**config.mk**
```make
export PLATFORM = sky130hd
export DESIGN_NAME = csr_regfile_flat
export DESIGN_NICKNAME = d
export VERILOG_FILES = /design/src/rtl/csr_pkg.sv /design/src/rtl/csr_if.sv /design/src/rtl/csr_counter64.sv /design/src/rtl/csr_regfile.sv /design/src/flat_wrapper.sv
export SDC_FILE = /design/constraint.sdc
export NUM_CORES = 1
export LEC_CHECK = 0
export BUFFER_PORTS_ARGS = -buffer_cell sky130_fd_sc_hd__buf_2
export CAP_MARGIN = 10
export CORE_MARGIN = 3
export CORE_UTILIZATION = 40
export CTS_CLUSTER_SIZE = 24
export DETAILED_ROUTE_END_ITERATION = 7
export GPL_TIMING_DRIVEN = 0
export PLACE_DENSITY = 0.67
export SETUP_SLACK_MARGIN = 0.3
export SLEW_MARGIN = 20
export SYNTH_ARGS = -nofsm -noshare
export SYNTH_HDL_FRONTEND = slang
export SYNTH_SLANG_ARGS = --single-unit
```
**constraint.sdc**
```tcl
create_clock -name clk -period 2.37 [get_ports clk]
set_input_delay 0.3555 -clock clk [delete_from_list [all_inputs] [get_ports clk]]
set_output_delay 0.3555 -clock clk [all_outputs]
set_load 0.02 [all_outputs]
```
**src/rtl/csr_pkg.sv**
```systemverilog
// Shared constants for the machine-mode CSR register file:
// CSR addresses, mstatus/mcountinhibit bit positions and a read helper.
package csr_pkg;

    localparam int XLEN = 64;

    localparam logic [11:0] ADDR_MSTATUS   = 12'h300;
    localparam logic [11:0] ADDR_MISA      = 12'h301;
    localparam logic [11:0] ADDR_MIE       = 12'h304;
    localparam logic [11:0] ADDR_MTVEC     = 12'h305;
    localparam logic [11:0] ADDR_MCNTINH   = 12'h320;
    localparam logic [11:0] ADDR_MSCRATCH  = 12'h340;
    localparam logic [11:0] ADDR_MEPC      = 12'h341;
    localparam logic [11:0] ADDR_MCAUSE    = 12'h342;
    localparam logic [11:0] ADDR_MTVAL     = 12'h343;
    localparam logic [11:0] ADDR_MIP       = 12'h344;
    localparam logic [11:0] ADDR_MCYCLE    = 12'hB00;
    localparam logic [11:0] ADDR_MINSTRET  = 12'hB02;
    localparam logic [11:0] ADDR_CYCLE     = 12'hC00;
    localparam logic [11:0] ADDR_INSTRET   = 12'hC02;
    localparam logic [11:0] ADDR_MVENDORID = 12'hF11;
    localparam logic [11:0] ADDR_MARCHID   = 12'hF12;
    localparam logic [11:0] ADDR_MIMPID    = 12'hF13;
    localparam logic [11:0] ADDR_MHARTID   = 12'hF14;

    localparam int MSTATUS_MIE    = 3;
    localparam int MSTATUS_MPIE   = 7;
    localparam int MSTATUS_MPP_LO = 11;
    localparam int MSTATUS_MPP_HI = 12;

    localparam int MCNTINH_CY = 0;
    localparam int MCNTINH_IR = 2;

    // Assemble the architectural mstatus view; MPP is fixed at M-mode.
    function automatic logic [XLEN-1:0] mstatus_view(input logic mie,
                                                      input logic mpie);
        logic [XLEN-1:0] v;
        v = '0;
        v[MSTATUS_MPP_HI:MSTATUS_MPP_LO] = 2'b11;
        v[MSTATUS_MPIE] = mpie;
        v[MSTATUS_MIE]  = mie;
        return v;
    endfunction

endpackage

```
**src/rtl/csr_if.sv**
```systemverilog
// CSR access bundle between the CSR functional unit (master)
// and the CSR register file (slave): combinational read, commit write.
interface csr_if;
    import csr_pkg::*;

    logic [11:0]     raddr;
    logic [XLEN-1:0] rdata;
    logic [11:0]     waddr;
    logic [XLEN-1:0] wdata;
    logic            wvalid;

    modport master (
        output raddr, waddr, wdata, wvalid,
        input  rdata
    );

    modport slave (
        input  raddr, waddr, wdata, wvalid,
        output rdata
    );
endinterface

```
**src/rtl/csr_counter64.sv**
```systemverilog
// 64-bit performance counter with load, increment and inhibit.
// A load in the same cycle replaces that cycle's increment.
module csr_counter64 (
    input  logic        clk,
    input  logic        rstn,
    input  logic        inc_i,
    input  logic        inhibit_i,
    input  logic        wvalid_i,
    input  logic [63:0] wdata_i,
    output logic [63:0] value_o
);

    logic [63:0] cnt_q;
    logic [63:0] cnt_d;

    // Next value: load beats count; counting wraps naturally.
    always_comb begin
        cnt_d = cnt_q;
        if (wvalid_i)
            cnt_d = wdata_i;
        else if (inc_i && !inhibit_i)
            cnt_d = cnt_q + 64'd1;
    end

    // Counter register with synchronous active-low reset.
    always_ff @(posedge clk) begin
        if (!rstn)
            cnt_q <= '0;
        else
            cnt_q <= cnt_d;
    end

    assign value_o = cnt_q;

endmodule

```
**src/rtl/csr_regfile.sv**
```systemverilog
// Machine-mode CSR storage, counters and trap/mret state updates.
// Optional build macro: CSR_COUNTINHIBIT_EN adds mcountinhibit (0x320).
module csr_regfile
    import csr_pkg::*;
#(
    parameter logic [XLEN-1:0] HART_ID     = 64'd0,
    parameter logic [XLEN-1:0] MTVEC_RESET = 64'h8000_0000,
    parameter logic [XLEN-1:0] MISA_VALUE  = 64'h8000_0000_0014_1101
) (
    input  logic            clk,
    input  logic            rstn,
    csr_if.slave            csr_io,
    input  logic            retire_i_valid,
    input  logic            trap_i_valid,
    input  logic [XLEN-1:0] trap_pc_i,
    input  logic [XLEN-1:0] trap_cause_i,
    input  logic [XLEN-1:0] trap_tval_i,
    input  logic            mret_i_valid,
    output logic [XLEN-1:0] mtvec_o,
    output logic [XLEN-1:0] mepc_o,
    output logic            mie_o
);

    logic            mstat_mie_q,  mstat_mie_d;
    logic            mstat_mpie_q, mstat_mpie_d;
    logic [XLEN-1:0] mie_q,      mie_d;
    logic [XLEN-1:0] mtvec_q,    mtvec_d;
    logic [XLEN-1:0] mscratch_q, mscratch_d;
    logic [XLEN-1:0] mepc_q,     mepc_d;
    logic [XLEN-1:0] mcause_q,   mcause_d;
    logic [XLEN-1:0] mtval_q,    mtval_d;
    logic [XLEN-1:0] mcycle, minstret;
    logic [XLEN-1:0] rdata;
    logic            inh_cy, inh_ir;
    logic            trap_state_busy;

    function automatic logic wr_hit(input logic [11:0] a);
        return csr_io.wvalid && (csr_io.waddr == a);
    endfunction

    // Trap or mret owns the trap-state CSRs for the cycle.
    assign trap_state_busy = trap_i_valid || mret_i_valid;

`ifdef CSR_COUNTINHIBIT_EN
    logic inh_cy_q, inh_ir_q;

    // mcountinhibit keeps only the CY and IR bits.
    always_ff @(posedge clk) begin
        if (!rstn) begin
            inh_cy_q <= 1'b0;
            inh_ir_q <= 1'b0;
        end else if (wr_hit(ADDR_MCNTINH)) begin
            inh_cy_q <= csr_io.wdata[MCNTINH_CY];
            inh_ir_q <= csr_io.wdata[MCNTINH_IR];
        end
    end

    assign inh_cy = inh_cy_q;
    assign inh_ir = inh_ir_q;
`else
    assign inh_cy = 1'b0;
    assign inh_ir = 1'b0;
`endif

    csr_counter64 u_mcycle (
        .clk       (clk),
        .rstn      (rstn),
        .inc_i     (1'b1),
        .inhibit_i (inh_cy),
        .wvalid_i  (wr_hit(ADDR_MCYCLE)),
        .wdata_i   (csr_io.wdata),
        .value_o   (mcycle)
    );

    csr_counter64 u_minstret (
        .clk       (clk),
        .rstn      (rstn),
        .inc_i     (retire_i_valid),
        .inhibit_i (inh_ir),
        .wvalid_i  (wr_hit(ADDR_MINSTRET)),
        .wdata_i   (csr_io.wdata),
        .value_o   (minstret)
    );

    // Next-state: trap > mret > CSR write for trap-state CSRs.
    always_comb begin
        mstat_mie_d  = mstat_mie_q;
        mstat_mpie_d = mstat_mpie_q;
        mie_d        = mie_q;
        mtvec_d      = mtvec_q;
        mscratch_d   = mscratch_q;
        mepc_d       = mepc_q;
        mcause_d     = mcause_q;
        mtval_d      = mtval_q;

        if (wr_hit(ADDR_MIE))      mie_d      = csr_io.wdata;
        if (wr_hit(ADDR_MSCRATCH)) mscratch_d = csr_io.wdata;
        if (wr_hit(ADDR_MTVEC))    mtvec_d    = {csr_io.wdata[XLEN-1:2], 2'b00};

        if (trap_i_valid) begin
            mepc_d       = {trap_pc_i[XLEN-1:2], 2'b00};
            mcause_d     = trap_cause_i;
            mtval_d      = trap_tval_i;
            mstat_mpie_d = mstat_mie_q;
            mstat_mie_d  = 1'b0;
        end else if (mret_i_valid) begin
            mstat_mie_d  = mstat_mpie_q;
            mstat_mpie_d = 1'b1;
        end

        if (!trap_state_busy) begin
            if (wr_hit(ADDR_MSTATUS)) begin
                mstat_mie_d  = csr_io.wdata[MSTATUS_MIE];
                mstat_mpie_d = csr_io.wdata[MSTATUS_MPIE];
            end
            if (wr_hit(ADDR_MEPC))   mepc_d   = {csr_io.wdata[XLEN-1:2], 2'b00};
            if (wr_hit(ADDR_MCAUSE)) mcause_d = csr_io.wdata;
            if (wr_hit(ADDR_MTVAL))  mtval_d  = csr_io.wdata;
        end
    end

    // CSR state registers; reset overrides every concurrent event.
    always_ff @(posedge clk) begin
        if (!rstn) begin
            mstat_mie_q  <= 1'b0;
            mstat_mpie_q <= 1'b0;
            mie_q        <= '0;
            mtvec_q      <= MTVEC_RESET;
            mscratch_q   <= '0;
            mepc_q       <= '0;
            mcause_q     <= '0;
            mtval_q      <= '0;
        end else begin
            mstat_mie_q  <= mstat_mie_d;
            mstat_mpie_q <= mstat_mpie_d;
            mie_q        <= mie_d;
            mtvec_q      <= mtvec_d;
            mscratch_q   <= mscratch_d;
            mepc_q       <= mepc_d;
            mcause_q     <= mcause_d;
            mtval_q      <= mtval_d;
        end
    end

    // Zero-latency read mux; unimplemented addresses read 0.
    always_comb begin
        rdata = '0;
        case (csr_io.raddr)
            ADDR_MSTATUS:  rdata = mstatus_view(mstat_mie_q, mstat_mpie_q);
            ADDR_MISA:     rdata = MISA_VALUE;
            ADDR_MIE:      rdata = mie_q;
            ADDR_MTVEC:    rdata = mtvec_q;
`ifdef CSR_COUNTINHIBIT_EN
            ADDR_MCNTINH: begin
                rdata[MCNTINH_CY] = inh_cy;
                rdata[MCNTINH_IR] = inh_ir;
            end
`endif
            ADDR_MSCRATCH: rdata = mscratch_q;
            ADDR_MEPC:     rdata = mepc_q;
            ADDR_MCAUSE:   rdata = mcause_q;
            ADDR_MTVAL:    rdata = mtval_q;
            ADDR_MCYCLE,
            ADDR_CYCLE:    rdata = mcycle;
            ADDR_MINSTRET,
            ADDR_INSTRET:  rdata = minstret;
            ADDR_MHARTID:  rdata = HART_ID;
            default:       rdata = '0;
        endcase
    end

    assign csr_io.rdata = rdata;
    assign mtvec_o      = mtvec_q;
    assign mepc_o       = mepc_q;
    assign mie_o        = mstat_mie_q;

endmodule
```
**src/flat_wrapper.sv**
```systemverilog
// flat-port wrapper written by rule: the top's interface ports become plain ports
module csr_regfile_flat import csr_pkg::*;
#(
    parameter logic [XLEN-1:0] HART_ID     = 64'd0,
    parameter logic [XLEN-1:0] MTVEC_RESET = 64'h8000_0000,
    parameter logic [XLEN-1:0] MISA_VALUE  = 64'h8000_0000_0014_1101
)
  (clk, rstn, retire_i_valid, trap_i_valid, trap_pc_i, trap_cause_i, trap_tval_i, mret_i_valid, mtvec_o, mepc_o, mie_o, csr_io_raddr, csr_io_waddr, csr_io_wdata, csr_io_wvalid, csr_io_rdata);
  csr_if csr_io_i ();
  input  logic clk;
  input  logic rstn;
  input  logic retire_i_valid;
  input  logic trap_i_valid;
  input  logic [XLEN-1:0] trap_pc_i;
  input  logic [XLEN-1:0] trap_cause_i;
  input  logic [XLEN-1:0] trap_tval_i;
  input  logic mret_i_valid;
  output logic [XLEN-1:0] mtvec_o;
  output logic [XLEN-1:0] mepc_o;
  output logic mie_o;
  input wire logic [$bits(csr_io_i.raddr)-1:0] csr_io_raddr;
  input wire logic [$bits(csr_io_i.waddr)-1:0] csr_io_waddr;
  input wire logic [$bits(csr_io_i.wdata)-1:0] csr_io_wdata;
  input wire logic [$bits(csr_io_i.wvalid)-1:0] csr_io_wvalid;
  output wire logic [$bits(csr_io_i.rdata)-1:0] csr_io_rdata;
  assign csr_io_i.raddr = csr_io_raddr;
  assign csr_io_i.waddr = csr_io_waddr;
  assign csr_io_i.wdata = csr_io_wdata;
  assign csr_io_i.wvalid = csr_io_wvalid;
  assign csr_io_rdata = csr_io_i.rdata;
  csr_regfile #(.HART_ID(HART_ID), .MTVEC_RESET(MTVEC_RESET), .MISA_VALUE(MISA_VALUE)) u_core (.clk(clk), .rstn(rstn), .csr_io(csr_io_i), .retire_i_valid(retire_i_valid), .trap_i_valid(trap_i_valid), .trap_pc_i(trap_pc_i), .trap_cause_i(trap_cause_i), .trap_tval_i(trap_tval_i), .mret_i_valid(mret_i_valid), .mtvec_o(mtvec_o), .mepc_o(mepc_o), .mie_o(mie_o));
endmodule
```
==> impl_metrics.ini <==
[yosys]
synthArstFlopShare_pct = 0
seq_area_frac_synth_pct = 40.1
synth_adder_area_share_pct = 0.0980
synth-simple-area-share_pct = 18.7
synth_edf_count = 0
yosys_warnings = 0
synth_compound_area_share_pct = 19.5
syn_avg_cell_area_um2 = 8.11
synth_ff_type = dfxtp_1
syn_area_um2 = 25500
ys_types = 59
synth_seq_cells = 512
synth.area.mux_share_pct = 12.1
synth_top_family_by_area = compound AO/OA/AOI/OAI gates
synth-xor-area-share_pct = 4.22
synth_cells = 3152

[finish]
finalNonFillerCells = 4647
drive_gt1_share_pct = 28.2
syn_to_final_growth_pct = 37.8
nNetsFinal = 4034

[sta]
fin_ws_ps = -417
fin_setup_tns_ps = -21080
rsz0062_at_grt = yes
timing.fmax_mhz = 359
setup_violations = 64
worst-slew-pin-transition_ps = 1250
finClkSkew_ps = 26.7
maxSlewHeadroom_pct = 16.8
timing.final.crit_period_ps = 2790
timing.final.crit_share_pct = 118
hold_viol_final = 0
slew_violations = 0

[min_path]
hold_end = u_core.mscratch_q[0]$_SDFFE_PN0P_
hold_class = input port to register
holdPathStages = 3
hp-start = csr_io_wdata[0]

[worst_setup_path]
crit_required_ps = 2010
setup.worst_path.end_class = output port
reg2reg_to = u_core.u_mcycle.value_o[42]$_SDFF_PN0_
worstReg2RegStart = u_core.u_mcycle.value_o[13]$_SDFF_PN0_
reg2reg_depth = 9
path_class = input port to output port
cp.arrival_ps = 2430
r2r_setup_slack_ps = 220
start_kind = input port
cp_max_fo = 6

[place]
dp_hpwl_um = 88500
port_buffers = 407
dp.cells = 4410
gp_congestion = 0.981

[flow_run]
maxCapViolCount = 0

[pwr]
powerDensity_nw_per_um2 = 567
power.leakage_nw = 14.0
peakVddDrop_mv = 0.572
fin_total_pwr_mw = 19.9

[outcome]
status = finished with violations
failed_checks = setup timing

[route]
met1Wirelength_um = 49600
drtPass1Iterations = 8
via_count = 28200
maxUsedRoutingLayer = met4
routed-wl-met2_um = 55600
drt_wl_total_um = 128000
route.met3.wl_um = 12900
ant_nets = 0
wl_per_cell_um = 27.5
vias_per_cell = 6.07
drc_errors = 0
drt_iter0_markers = 3857

[clock_network]
numClockSinks = 512
cts_tree = built
clkTransAtPathRegs_ps = 60
insertion_delay_ps = 650
ctsLongestPathBuffers = 3
htreeDepth = 2
cts_root_buf = clkbuf_16
numCtsBuffers = 57

[floorplanning]
core-area_um2 = 63100
die_w_um = 259
die_h_um = 259
rows = 92
start_util_pct = 40.5
die_area_um2 = 66900
pin_count = 479

[global_routing]
antenna_found_initial = 5
grt_overflow = 0
grt_pass1_wl_um = 178000
first_global_vias = 26200
grt_max_degree = 16
grt_usage_pct = 35.8
state kept, by name, indices dropped and copies added (netlist names):
signal,count
u_core.mcause_q,64
u_core.mtval_q,64
u_core.mstat_mpie_q,1
u_core.mepc_o,64
u_core.mscratch_q,64
u_core.mtvec_o,62
u_core.mie_q,64
u_core.u_mcycle.value_o,64
u_core.u_minstret.value_o,64
u_core.mie_o,1
worst max-delay path by stage:
stage,start,end,cells after the start
2_1_floorplan,csr_io_raddr[7],csr_io_rdata[25],8
3_3_place_gp,csr_io_raddr[7],csr_io_rdata[8],8
3_5_place_dp,csr_io_raddr[7],csr_io_rdata[20],9
4_1_cts,csr_io_raddr[4],csr_io_rdata[20],10
5_1_grt,csr_io_raddr[4],csr_io_rdata[23],13
6_report,csr_io_raddr[4],csr_io_rdata[23],13
power by group:
part / switching [mW] / internal (mW)
combinational: 1.05 / 0.595
clock: 3.95 / 5.37
sequential: 0.182 / 8.80
total: 5.18 / 14.8
timing repair:
| item | CTS | global route |
|---|---|---|
| setup endpoints to repair | 490 | 323 |
| resized for setup | 557 | 204 |
| setup buffers | 64 | 40 |
| gates cloned | 14 | 5 |
| hold buffers | 0 | 0 |
| pin swaps | 82 | 129 |
worst max-delay path: stages:
cell	delay, ps
buf_6	90
or4_4	590
nor3_4	180
buf_6	150
nand4b_1	120
buf_6	200
buf_6	130
clkbuf_16	160
buf_12	130
nor2_4	70
a21oi_2	50
nand3_2	80
buf_6	130
synth_stat cells (all sizes together), types with 2 or more instances:
master | n | area (um2)
ha | 2 | 25.0
and4b | 4 | 40.0
nand2b | 2 | 12.5
or4 | 2 | 15.0
a22oi | 53 | 398
o2111ai | 5 | 43.8
nand3 | 88 | 450
nor4b | 3 | 38.8
buf | 50 | 246
and4 | 7 | 61.3
nand3b | 2 | 15.0
a211oi | 232 | 1740
or2 | 6 | 37.5
nor3b | 3 | 22.5
xnor2 | 82 | 718
dfxtp | 512 | 10200
nand4b | 5 | 58.8
nor2 | 349 | 1320
inv | 20 | 75.1
nor4 | 34 | 292
mux2i | 290 | 2900
and2 | 3 | 18.8
clkbuf | 265 | 1010
a21oi | 335 | 1680
nand4 | 39 | 265
xor2 | 41 | 359
nand2 | 475 | 1780
a32oi | 2 | 17.5
nor2b | 3 | 18.8
nor3 | 34 | 200
o22ai | 18 | 113
o21ai | 88 | 440
and3 | 15 | 93.8
a221oi | 18 | 158
a22o | 14 | 123
mux2 | 17 | 191
a222oi | 25 | 250
final cells by class:
type | instances | area, um2
plain buffers | 315 | 2010
fillers | 5720 | 27900
clock inverters | 19 | 221
repair buffers | 533 | 4000
flip-flops and latches | 512 | 10300
inverters | 20 | 75.1
multi-input cells | 2307 | 15800
diodes | 11 | 27.5
well taps | 846 | 1060
clock buffers | 84 | 1700
kinds of logic (layout without fill, tap and decap cells):
logic type,count (synthesis),in the layout
compound gates,794,794
xor+xnor,123,123
fa+ha+maj,2,2
buf+inv,335,971
flops,512,512
mux,307,307
other cells,1,13
simple gates,1078,1079
through the flow:
| stage | worst slack (ps) | instance area, um2 | utilization [%] | hold WS [ps] |
|---|---|---|---|---|
| after floorplan | 73.9 | 25800 | - | 431 |
| after global placement | -1860 | 28800 | 45.7 | 438 |
| after detailed placement | -1540 | 28900 | 45.9 | 445 |
| after CTS | -405 | 33900 | 53.8 | 19.0 |
| after global routing | -499 | 35200 | 55.8 | 33.6 |
| final | -417 | 35200 | 55.8 | 36.9 |
metal layers:
layer  vias up  global-route usage (%)
li1      12400                       -
met1     13500                    46.1
met2      1874                    55.3
met3       450                    7.61
met4         0                    21.1
met5         -                       0
cells in the final DEF, fill, tap and decap left out, drive strengths merged, types with 3 or more instances in the layout:
master | Yosys | final
clkinv | 0 | 14
nor4b | 3 | 3
and2 | 3 | 3
xor2 | 41 | 41
or2 | 6 | 6
nor3b | 3 | 3
o21ai | 88 | 88
dfxtp | 512 | 512
a222oi | 25 | 25
and4 | 7 | 7
and4b | 4 | 4
a22o | 14 | 14
diode | 0 | 11
a21oi | 335 | 335
a22oi | 53 | 53
a221oi | 18 | 18
a211oi | 232 | 232
clkbuf | 265 | 343
o22ai | 18 | 18
bufinv | 0 | 4
nand4 | 39 | 39
buf | 50 | 589
nand3 | 88 | 88
xnor2 | 82 | 82
nor3 | 34 | 34
nand2 | 475 | 475
mux2i | 290 | 290
inv | 20 | 21
nor2b | 3 | 3
nor4 | 34 | 34
nor2 | 349 | 349
mux2 | 17 | 17
and3 | 15 | 15
o2111ai | 5 | 5
nand4b | 5 | 6
Power figures use the tool's default switching activity.
